File: config.mk
export PLATFORM = sky130hd
export DESIGN_NAME = pr_stream_ctrl
export DESIGN_NICKNAME = d
export VERILOG_FILES = /design/src/rtl/pr_stream_pkg.sv /design/src/rtl/pr_skid_buf.sv /design/src/rtl/pr_stream_ctrl.sv
export SDC_FILE = /design/constraint.sdc
export NUM_CORES = 1
export LEC_CHECK = 0
export CORE_MARGIN = 4
export CORE_UTILIZATION = 53
export CTS_BUF_LIST = sky130_fd_sc_hd__clkbuf_8
export DETAILED_ROUTE_END_ITERATION = 10
export PLACE_DENSITY = 0.88
export SETUP_SLACK_MARGIN = 0.5
export SYNTH_ARGS = -nofsm -noshare
export SYNTH_HDL_FRONTEND = slang
export SYNTH_SLANG_ARGS = --single-unit
File: constraint.sdc
create_clock -name clk -period 7.4 [get_ports clk]
set_input_delay 1.85 -clock clk [delete_from_list [all_inputs] [get_ports clk]]
set_output_delay 1.85 -clock clk [all_outputs]
set_load 0.02 [all_outputs]
File: src/rtl/pr_stream_pkg.sv
// ----------------------------------------------------------------------------
// pr_stream_pkg: shared types and constants for the PR bitstream feeder.
// Rev 1.0
// ----------------------------------------------------------------------------
`default_nettype none

package pr_stream_pkg;

    typedef enum logic [2:0] {
        ST_IDLE      = 3'd0,
        ST_START     = 3'd1,
        ST_STREAM    = 3'd2,
        ST_WAIT_DONE = 3'd3,
        ST_DONE      = 3'd4,
        ST_ERROR     = 3'd5
    } state_e;

    typedef enum logic [2:0] {
        PR_ST_IDLE         = 3'b000,
        PR_ST_PR_ERROR     = 3'b001,
        PR_ST_CRC_ERROR    = 3'b010,
        PR_ST_INCOMPATIBLE = 3'b011,
        PR_ST_IN_PROGRESS  = 3'b100,
        PR_ST_SUCCESS      = 3'b101
    } pr_status_e;

    localparam logic [2:0] ERR_NONE      = 3'b000;
    localparam logic [2:0] ERR_TIMEOUT   = 3'b110;
    localparam logic [2:0] ERR_PREMATURE = 3'b111;

    localparam int unsigned DATA_W    = 16;
    localparam int unsigned PAYLOAD_W = DATA_W + 1;

    // Status codes the IP uses to abort an operation; err_code mirrors them.
    function automatic logic is_ip_fault(input logic [2:0] status);
        return (status == PR_ST_PR_ERROR) || (status == PR_ST_CRC_ERROR) ||
               (status == PR_ST_INCOMPATIBLE);
    endfunction

endpackage

`default_nettype wire

File: src/rtl/pr_skid_buf.sv
// ----------------------------------------------------------------------------
// pr_skid_buf: 2-entry valid/ready buffer with registered ready and flush.
// Rev 1.0
// ----------------------------------------------------------------------------
`default_nettype none

module pr_skid_buf
    import pr_stream_pkg::*;
#(
    parameter int unsigned W = PAYLOAD_W
) (
    input  logic         clk,
    input  logic         rst,
    input  logic         flush_i,
    input  logic         en_i,
    input  logic [W-1:0] in_data_i,
    input  logic         in_valid_i,
    output logic         in_ready_o,
    output logic [W-1:0] out_data_o,
    output logic         out_valid_o,
    input  logic         out_ready_i
);

    logic [W-1:0] mem_q [2];
    logic         rd_q, rd_d;
    logic [1:0]   cnt_q, cnt_d;
    logic         ready_q, ready_d;
    logic         push, pop, wr_idx;

    assign out_valid_o = (cnt_q != 2'd0);
    assign out_data_o  = mem_q[rd_q];
    assign in_ready_o  = ready_q;

    always_comb begin
        push   = in_valid_i && ready_q;
        pop    = out_valid_o && out_ready_i;
        wr_idx = rd_q ^ cnt_q[0];
        cnt_d  = cnt_q + {1'b0, push} - {1'b0, pop};
        rd_d   = rd_q ^ pop;
        if (flush_i) begin
            cnt_d = 2'd0;
            rd_d  = 1'b0;
        end
        // Ready is looked up one cycle ahead; the second entry soaks up the
        // word accepted while the registered ready is still catching up.
        ready_d = en_i && !flush_i && (cnt_d != 2'd2);
    end

    always_ff @(posedge clk or posedge rst) begin
        if (rst) begin
            mem_q[0] <= '0;
            mem_q[1] <= '0;
            rd_q     <= 1'b0;
            cnt_q    <= 2'd0;
            ready_q  <= 1'b0;
        end else begin
            if (push) begin
                mem_q[wr_idx] <= in_data_i;
            end
            rd_q    <= rd_d;
            cnt_q   <= cnt_d;
            ready_q <= ready_d;
        end
    end

endmodule

`default_nettype wire

File: src/rtl/pr_stream_ctrl.sv
// ----------------------------------------------------------------------------
// pr_stream_ctrl: starts a PR IP, streams bitstream words, reports done/error.
// Rev 1.0
// ----------------------------------------------------------------------------
`default_nettype none

module pr_stream_ctrl
    import pr_stream_pkg::*;
#(
    parameter int unsigned TIMEOUT_CYCLES = 50_000_000,
    parameter int unsigned CNT_W          = 32
) (
    input  logic             clk,
    input  logic             rst,
    input  logic             start_i,
    input  logic [15:0]      src_data_i,
    input  logic             src_valid_i,
    input  logic             src_last_i,
    output logic             src_ready_o,
    output logic             pr_start_o,
    output logic [15:0]      pr_data_o,
    output logic             pr_data_valid_o,
    input  logic             pr_data_ready_i,
    input  logic [2:0]       pr_status_i,
    output logic             busy_o,
    output logic             done_o,
    output logic             error_o,
    output logic [2:0]       err_code_o,
    output logic [CNT_W-1:0] word_cnt_o
);

    localparam int unsigned     TMR_W    = $clog2(TIMEOUT_CYCLES + 1);
    localparam logic [TMR_W-1:0] TMO_LAST = TMR_W'(TIMEOUT_CYCLES - 1);

    state_e             state_q, state_d;
    logic               pr_start_q, pr_start_d;
    logic               busy_q, busy_d;
    logic               done_q, done_d;
    logic               error_q, error_d;
    logic [2:0]         err_code_q, err_code_d;
    logic [CNT_W-1:0]   word_cnt_q, word_cnt_d;
    logic [TMR_W-1:0]   timer_q, timer_d;

    logic [PAYLOAD_W-1:0] buf_data;
    logic                 buf_valid, buf_ready, buf_en, buf_flush;
    logic                 xfer, last_xfer, tick, timeout;

    pr_skid_buf #(.W(PAYLOAD_W)) u_skid (
        .clk         (clk),
        .rst         (rst),
        .flush_i     (buf_flush),
        .en_i        (buf_en),
        .in_data_i   ({src_last_i, src_data_i}),
        .in_valid_i  (src_valid_i),
        .in_ready_o  (src_ready_o),
        .out_data_o  (buf_data),
        .out_valid_o (buf_valid),
        .out_ready_i (buf_ready)
    );

    assign pr_data_o       = buf_data[DATA_W-1:0];
    assign pr_data_valid_o = buf_valid && (state_q == ST_STREAM);
    assign buf_ready       = pr_data_ready_i && (state_q == ST_STREAM);
    assign buf_en          = (state_d == ST_STREAM);
    assign buf_flush       = (state_d == ST_DONE) || (state_d == ST_ERROR);

    assign pr_start_o = pr_start_q;
    assign busy_o     = busy_q;
    assign done_o     = done_q;
    assign error_o    = error_q;
    assign err_code_o = err_code_q;
    assign word_cnt_o = word_cnt_q;

    always_comb begin
        state_d    = state_q;
        pr_start_d = 1'b0;
        done_d     = done_q;
        error_d    = error_q;
        err_code_d = err_code_q;
        word_cnt_d = word_cnt_q;

        xfer      = pr_data_valid_o && pr_data_ready_i;
        last_xfer = xfer && buf_data[DATA_W];
        tick      = (state_q == ST_START) || (state_q == ST_WAIT_DONE) ||
                    ((state_q == ST_STREAM) && !xfer);
        timeout   = tick && (timer_q == TMO_LAST);

        if (xfer && (word_cnt_q != '1)) begin
            word_cnt_d = word_cnt_q + CNT_W'(1);
        end

        case (state_q)
            ST_START, ST_STREAM, ST_WAIT_DONE: begin
                // Fault checks outrank the last-word hand-off in the same cycle.
                if (is_ip_fault(pr_status_i)) begin
                    state_d    = ST_ERROR;
                    err_code_d = pr_status_i;
                end else if ((pr_status_i == PR_ST_SUCCESS) && (state_q != ST_WAIT_DONE)) begin
                    state_d    = ST_ERROR;
                    err_code_d = ERR_PREMATURE;
                end else if (timeout) begin
                    state_d    = ST_ERROR;
                    err_code_d = ERR_TIMEOUT;
                end else if ((state_q == ST_START) && (pr_status_i == PR_ST_IN_PROGRESS)) begin
                    state_d = ST_STREAM;
                end else if ((state_q == ST_STREAM) && last_xfer) begin
                    state_d = ST_WAIT_DONE;
                end else if ((state_q == ST_WAIT_DONE) && (pr_status_i == PR_ST_SUCCESS)) begin
                    state_d = ST_DONE;
                    done_d  = 1'b1;
                end
                if (state_d == ST_ERROR) begin
                    error_d = 1'b1;
                end
            end
            default: begin
                if (start_i) begin
                    state_d    = ST_START;
                    pr_start_d = 1'b1;
                    done_d     = 1'b0;
                    error_d    = 1'b0;
                    err_code_d = ERR_NONE;
                    word_cnt_d = '0;
                end
            end
        endcase

        if ((state_d != state_q) || xfer) begin
            timer_d = '0;
        end else if (tick) begin
            timer_d = timer_q + TMR_W'(1);
        end else begin
            timer_d = timer_q;
        end

        busy_d = (state_d == ST_START) || (state_d == ST_STREAM) ||
                 (state_d == ST_WAIT_DONE);
    end

    always_ff @(posedge clk or posedge rst) begin
        if (rst) begin
            state_q    <= ST_IDLE;
            pr_start_q <= 1'b0;
            busy_q     <= 1'b0;
            done_q     <= 1'b0;
            error_q    <= 1'b0;
            err_code_q <= ERR_NONE;
            word_cnt_q <= '0;
            timer_q    <= '0;
        end else begin
            state_q    <= state_d;
            pr_start_q <= pr_start_d;
            busy_q     <= busy_d;
            done_q     <= done_d;
            error_q    <= error_d;
            err_code_q <= err_code_d;
            word_cnt_q <= word_cnt_d;
            timer_q    <= timer_d;
        end
    end

endmodule

`default_nettype wire

==> key figures, run 1 <==
Logic synthesis
  • Top cells by area, synth: dfrtp_1 50%, mux2_2 11%, nor2_1 5.1%
  • Post-synth ARST share: 1.000
  • Top-count cell post-synth: dfrtp_1
  • Most frequent cells after synthesis: 106 x dfrtp_1, 73 x nor2_1, 51 x mux2_2, 35 x nand2_1, 29 x xor2_1
  • Number of synthesized flops with an enable pin: 0
  • Unique cell type count in the Yosys netlist: 57
  • Synth Cell Area: 5355 sq um
  • Primary FF master, synth: dfrtp_1
  • Syn Inst Count: 508
  • Cell taking the most area after synthesis: dfrtp_1
  • Yosys Warn Count: 0
  • Post-synthesis net count: roughly 540
  • Syn_area_per_cell: 10.54 sq um
  • Register area share after synthesis: 0.4953
  • Yosys top cell area share: 0.4953
  • Synth Register Bits: 106

Global route
  • Pin count of the biggest net entering global routing: 75
  • First-pass GRT wire length: 19.55 mm
  • Gr usage total: 0.2078
  • Initial antenna violation count: 0
  • Total gr overflow: 0
  • Vias in the first global route: 4,086

Placement
  • Setup WS pre-CTS: 3258 ps
  • DP HPWL: 8.255 mm
  • Final Wtd Congestion: approximately 0.85
  • Port buffer count: slightly above 80

Power and ir drop
  • Clk network pwr share: 0.260
  • Tot Pwr: 1.378 mW
  • Switching Share: 0.3154
  • Psw: 434.5 uW
  • Sequential Power Share: 0.483
  • Worst vdd ir: 0.1238 mV
  • Combinational share of power: 0.257
  • Power Density: approximately 210 nW/um^2
  • Int Pwr: 943.2 uW
  • Leak pwr: 2.849 nW

Critical path
  • Setup crit start kind: flop
  • Largest stage delay, worst path: between 900 and 1000 ps
  • CP bufs+invs: 1
  • Kind of critical path: flop to primary output
  • Crit-path slowest cell: dfrtp_1
  • Worst path arrival time: 2270 ps
  • Worst setup EP type: primary output
  • Critical path data required time: 5550 ps
  • Worst path top cell family by delay: flip-flops
  • Crit-path cells: mux2_2 -> clkdlybuf4s50_1
  • Critical Path Fanout Max: 19

Timing
  • Setup ws final: 3280 ps
  • Clock Skew: 9.886 ps
  • RSZ-0062 raised after global routing: false
  • Period utilization: 0.5568
  • Final Hold Viols: 0
  • FMAX: 242.7 MHz
  • Final setup viols: 0
  • TNS Setup: 0 ps
  • Max_slew headroom: 0.4036
  • Post-layout min period: between 4000 and 5000 ps
  • Worst-Margin Slew: 893.6 ps
  • Final Max Slew Viols: 0

Routing
  • DRC violations left: 0
  • Wire length on met3: 589 microns
  • ANT nets after route: 0
  • Initial DRT Pass Iterations: 5
  • Highest routing layer actually used: met4
  • 1st-iter DRT viols: 184
  • Per-cell routed wire length: ~16 microns
  • Drt via density: between 5 and 6
  • Met2 wire len: ~6.0 mm
  • Metal-1 WL: 4.812 mm
  • Final WL: between 10 and 15 mm
  • Vias: 4,101

Die
  • Top-Level Pins: 82
  • Row cnt: 36
  • Die Ht: between 100 and 150 microns
  • Initial core utilization: 0.5454
  • DIE AREA: roughly 12,000 sq um
  • Overall die width: 108.5 microns
  • Core area: 9819 sq um

Clock network
  • Post-CTS Hold Fix Bufs: 0
  • Clock transition at path regs: 100 ps
  • Clock root buffer: clkbuf_8
  • Clock buffer count from CTS: 9
  • Worst-Skew Late Latency: approximately 370 ps
  • TritonCTS clock tree: built
  • Post_cts resized: 0
  • Setup Fix Bufs, Post-CTS: 0
  • Htree depth: 3
  • Clk buf depth: 2
  • Clock sinks: 106

Final layout
  • Final #Nets: about 600
  • Antenna cells: 0
  • Fraction of layout cells with a size suffix above 1: 0.1472
  • Area growth from synthesis to layout: 20.91%

Hold path
  • Hold crit path type: flop to flop

Job
  • Maximum Capacitance Violations: 0

Run status
  • Outcome: finished, final reports clean
==> cell families after synthesis <==
| logic type | count (synthesis) | synth area share |
|---|---|---|
| XOR/XNOR | 53 | 0.08668 |
| flip-flops | 106 | 0.4953 |
| AO/OA/AOI/OAI | 36 | 0.04883 |
| AND/OR/NAND/NOR | 224 | 0.2229 |
| buffers and inverters | 32 | 0.02593 |
| multiplexers | 53 | 0.1110 |
| adder cells (fa/ha/maj) | 4 | 0.009346 |
==> power groups by stage <==
stage | registers [mW] | logic [mW] | clock network [mW]
2_1_floorplan | 0.681 | 0.221 | 0
3_3_place_gp | 0.673 | 0.348 | 0
3_5_place_dp | 0.676 | 0.357 | 0
4_1_cts | 0.665 | 0.357 | 0.370
5_1_grt | 0.672 | 0.385 | 0.395
6_report | 0.665 | 0.354 | 0.359
==> worst paths after layout <==
| kind | start | end | slack [ps] | cells past startpoint |
|---|---|---|---|---|
| worst max-delay path | u_skid.rd_q$_DFF_PP0_ | pr_data_o[10] | 3280 | 2 |
| worst min-delay path | error_o$_DFFE_PP0P_ | error_o$_DFFE_PP0P_ | 490 | 2 |
| worst max register to register | word_cnt_o[0]$_DFF_PP0_ | word_cnt_o[2]$_DFF_PP0_ | 4640 | 7 |
| worst min register to register | error_o$_DFFE_PP0P_ | error_o$_DFFE_PP0P_ | 490 | 2 |
| max in group asynchronous | rst | word_cnt_o[24]$_DFF_PP0_ | 4330 | 3 |
| min in group asynchronous | rst | u_skid.mem_q[31]$_DFFE_PP0P_ | 1830 | 2 |
==> metal layers <==
metal,vias to the layer above,GRT usage
li1,1923,-
met1,2053,0.2637
met2,109,0.3575
met3,16,0.04716
met4,0,0.05771
met5,-,0
==> cell usage in the layout, fill, tap and decap left out, drive strengths merged, types with 2 or more instances in the layout <==
master and instances:
dfrtp 106, nand2b 4, nand4b 3, nor2b 4, o31ai 2, nand3 29, buf 3, nor4b 3
or3 5, a2111oi 2, nand2 35, ha 4, and4 7, and2b 2, nor3 12, mux2 51
clkbuf 9, a21oi 13, inv 18, xnor2 24, nand4 20, clkdlybuf4s50 81, xor2 29, o21ai 9
nor3b 2, mux2i 2, clkinvlp 2, nor4 4, and2 2, nor2 75, and3 14
==> through the flow <==
step	area (sq um)	util	hold slack, ps	cells
floorplan	5355	-	475.0	508
global route	6475	0.6594	532.3	724
global placement	6275	0.6390	465.8	708
finish	6475	0.6594	494.2	724
CTS	6475	0.6594	492.5	724
detailed placement	6275	0.6390	468.9	708
==> layout make-up <==
type                            count  area, sq um
Fill cell                         768         3344
Sequential cell                   106         2653
Multi-Input combinational cell    370         2564
Timing Repair Buffer               84        833.3
Tap cell                          133        166.4
Clock buffer                        9        123.9
Clock inverter                      7        76.32
Inverter                           15        58.81
==> worst reg2reg max path, delay by kind of cell (launching register included) <==
kind | cells | cell delay (ps)
and+or+nand+nor | 5 | 1780
DFF | 1 | 460
adders and majority gates | 1 | 220
xor gates and xnor gates | 1 | 140
==> sequential cells by signal, summed over array words and instances (netlist names), 2 cells and up <==
name          cells
timer_q          26
word_cnt_o       32
state_q           3
u_skid.cnt_q      2
err_code_o        3
u_skid.mem_q     34
Note: power is estimated with default switching activity, not from simulation.
==> inputs of run 2 (changes only) <==
clock period = 4 ns   (was 7.4 ns; I/O delays follow)
==> key figures, run 2 (same netlist as run 1, synthesis figures left out) <==
Run status
  • Outcome: finished, final reports clean

Routing
  • Drt via density: between 5 and 6
  • Per-cell routed wire length: 16.96 microns
  • ANT nets after route: 0
  • DRC violations left: 0
  • Vias: 4,147
  • Final WL: 12.30 mm
  • Initial DRT Pass Iterations: 4
  • 1st-iter DRT viols: 320

Critical path
  • R2R cell count: 7
  • Critical path data required time: approximately 3000 ps
  • Worst reg2reg setup slack: ~1200 ps
  • Worst setup EP type: primary output
  • Kind of critical path: flop to primary output
  • Critical Path Fanout Max: 19
  • Setup crit start kind: flop
  • Worst path arrival time: 2300 ps

Clock network
  • Setup Fix Bufs, Post-CTS: 0
  • TritonCTS clock tree: built
  • Clock buffer count from CTS: 9
  • Clock transition at path regs: 100 ps
  • Clock sinks: 106
  • Clk buf depth: 2
  • Worst-Skew Late Latency: 380 ps
  • Post-CTS Hold Fix Bufs: 0
  • Htree depth: 3
  • Post_cts resized: 0
  • Clock root buffer: clkbuf_8

Power and ir drop
  • Clk network pwr share: 0.264
  • Switching Share: 0.3248
  • Power Density: 399.1 nW/um^2
  • Sequential Power Share: 0.475
  • Int Pwr: between 1.5 and 2 mW
  • Worst vdd ir: 0.2177 mV
  • Combinational share of power: 0.261
  • Leak pwr: 2.861 nW
  • Psw: 843.0 uW

Final layout
  • Fraction of layout cells with a size suffix above 1: 0.1486
  • Largest register FFs: 34
  • Final non-filler cell total: 725
  • Most common cell after layout, fill and taps aside: dfrtp_1
  • Largest Register: u_skid.mem_q
  • Most frequent cells in the layout: 106 x dfrtp_1, 81 x clkdlybuf4s50_1, 73 x nor2_1
  • Antenna cells: 0
  • Final #Nets: 617
  • Area growth from synthesis to layout: 21.43%

Timing
  • Final Hold Viols: 0
  • Max_slew headroom: 0.4130
  • Worst-Margin Slew: 880.5 ps
  • FMAX: roughly 300 MHz
  • Setup ws final: 701.9 ps
  • Clock Skew: roughly 13 ps
  • RSZ-0062 raised after global routing: false
  • Final Max Slew Viols: 0
  • Period utilization: 0.8245
  • Min Hold Slack: 516.4 ps
  • Post-layout min period: 3298 ps
  • TNS Setup: 0 ps
  • Final setup viols: 0

Die
  • Row cnt: 36
  • Initial core utilization: 0.5454
  • Top-Level Pins: 82
  • Overall die width: 108.5 microns
  • DIE AREA: between 10,000 and 15,000 sq um
  • Core area: 9819 sq um
  • Die Ht: 108.5 microns

Global route
  • First-pass GRT wire length: 20.82 mm
  • Met3 Use GR: 0.04478
  • Initial antenna violation count: 0
  • Vias in the first global route: around 4,300
  • Total gr overflow: 0
  • Gr usage total: 0.2225
  • Met1 Use GR: 0.2810
  • Pin count of the biggest net entering global routing: 42
  • Met2 Usage GRT: 0.3879
  • Gr busiest metal: met2

Placement
  • Setup WS pre-CTS: 657.0 ps
  • DP HPWL: ~9 mm
  • Port buffer count: a little over 80
  • Dpl cells: 710
  • Final Wtd Congestion: approximately 0.9

Job
  • Maximum Capacitance Violations: 0

Hold path
  • Hold-critical path depth: 1
  • Hold crit path type: flop to flop
[run 2: final cells by class]
type                    instances  area [sq um]
clock buffers                   9         123.9
clock inverters                 6         75.07
fillers                       769          3317
repair buffers                 86         860.8
inverters                      15         60.06
flip-flops and latches        106          2653
multi-input cells             370          2564
well taps                     133         166.4
[run 2: metrics by stage]
step	utilization	total power, mW	area, sq um
6_report	0.6622	2.595	6502
4_1_cts	0.6622	2.600	6502
2_1_floorplan	-	1.669	5359
5_1_grt	0.6622	2.720	6502
3_5_place_dp	0.6419	1.929	6304
3_3_place_gp	0.6419	1.901	6304
[run 2: final timing paths]
check                                            startpoint                           end
worst min-delay path            u_skid.mem_q[5]$_DFFE_PP0P_   u_skid.mem_q[5]$_DFFE_PP0P_
max in group asynchronous                               rst      word_cnt_o[26]$_DFF_PP0_
worst max register to register      word_cnt_o[0]$_DFF_PP0_       word_cnt_o[2]$_DFF_PP0_
min in group asynchronous                               rst  u_skid.mem_q[31]$_DFFE_PP0P_
worst max-delay path                  u_skid.rd_q$_DFF_PP0_                  pr_data_o[2]
worst min register to register  u_skid.mem_q[5]$_DFFE_PP0P_   u_skid.mem_q[5]$_DFFE_PP0P_
[run 2: per-layer routing]
layer	vias up	wire, microns
met5	-	0
met4	0	167
met3	18	609
met2	109	6307
met1	2094	5210
li1	1926	-
[run 2: power by group through the flow]
stage	clock network (mW)	registers, mW	logic, mW
2_1_floorplan	0	1.26	0.409
3_3_place_gp	0	1.24	0.658
3_5_place_dp	0	1.25	0.677
4_1_cts	0.689	1.23	0.681
5_1_grt	0.738	1.24	0.738
6_report	0.685	1.23	0.678
[run 2: worst max-delay path, stage by stage (launching register included)]
cell	delay [ps]
dfrtp_1	930
mux2_2	430
clkdlybuf4s50_1	570
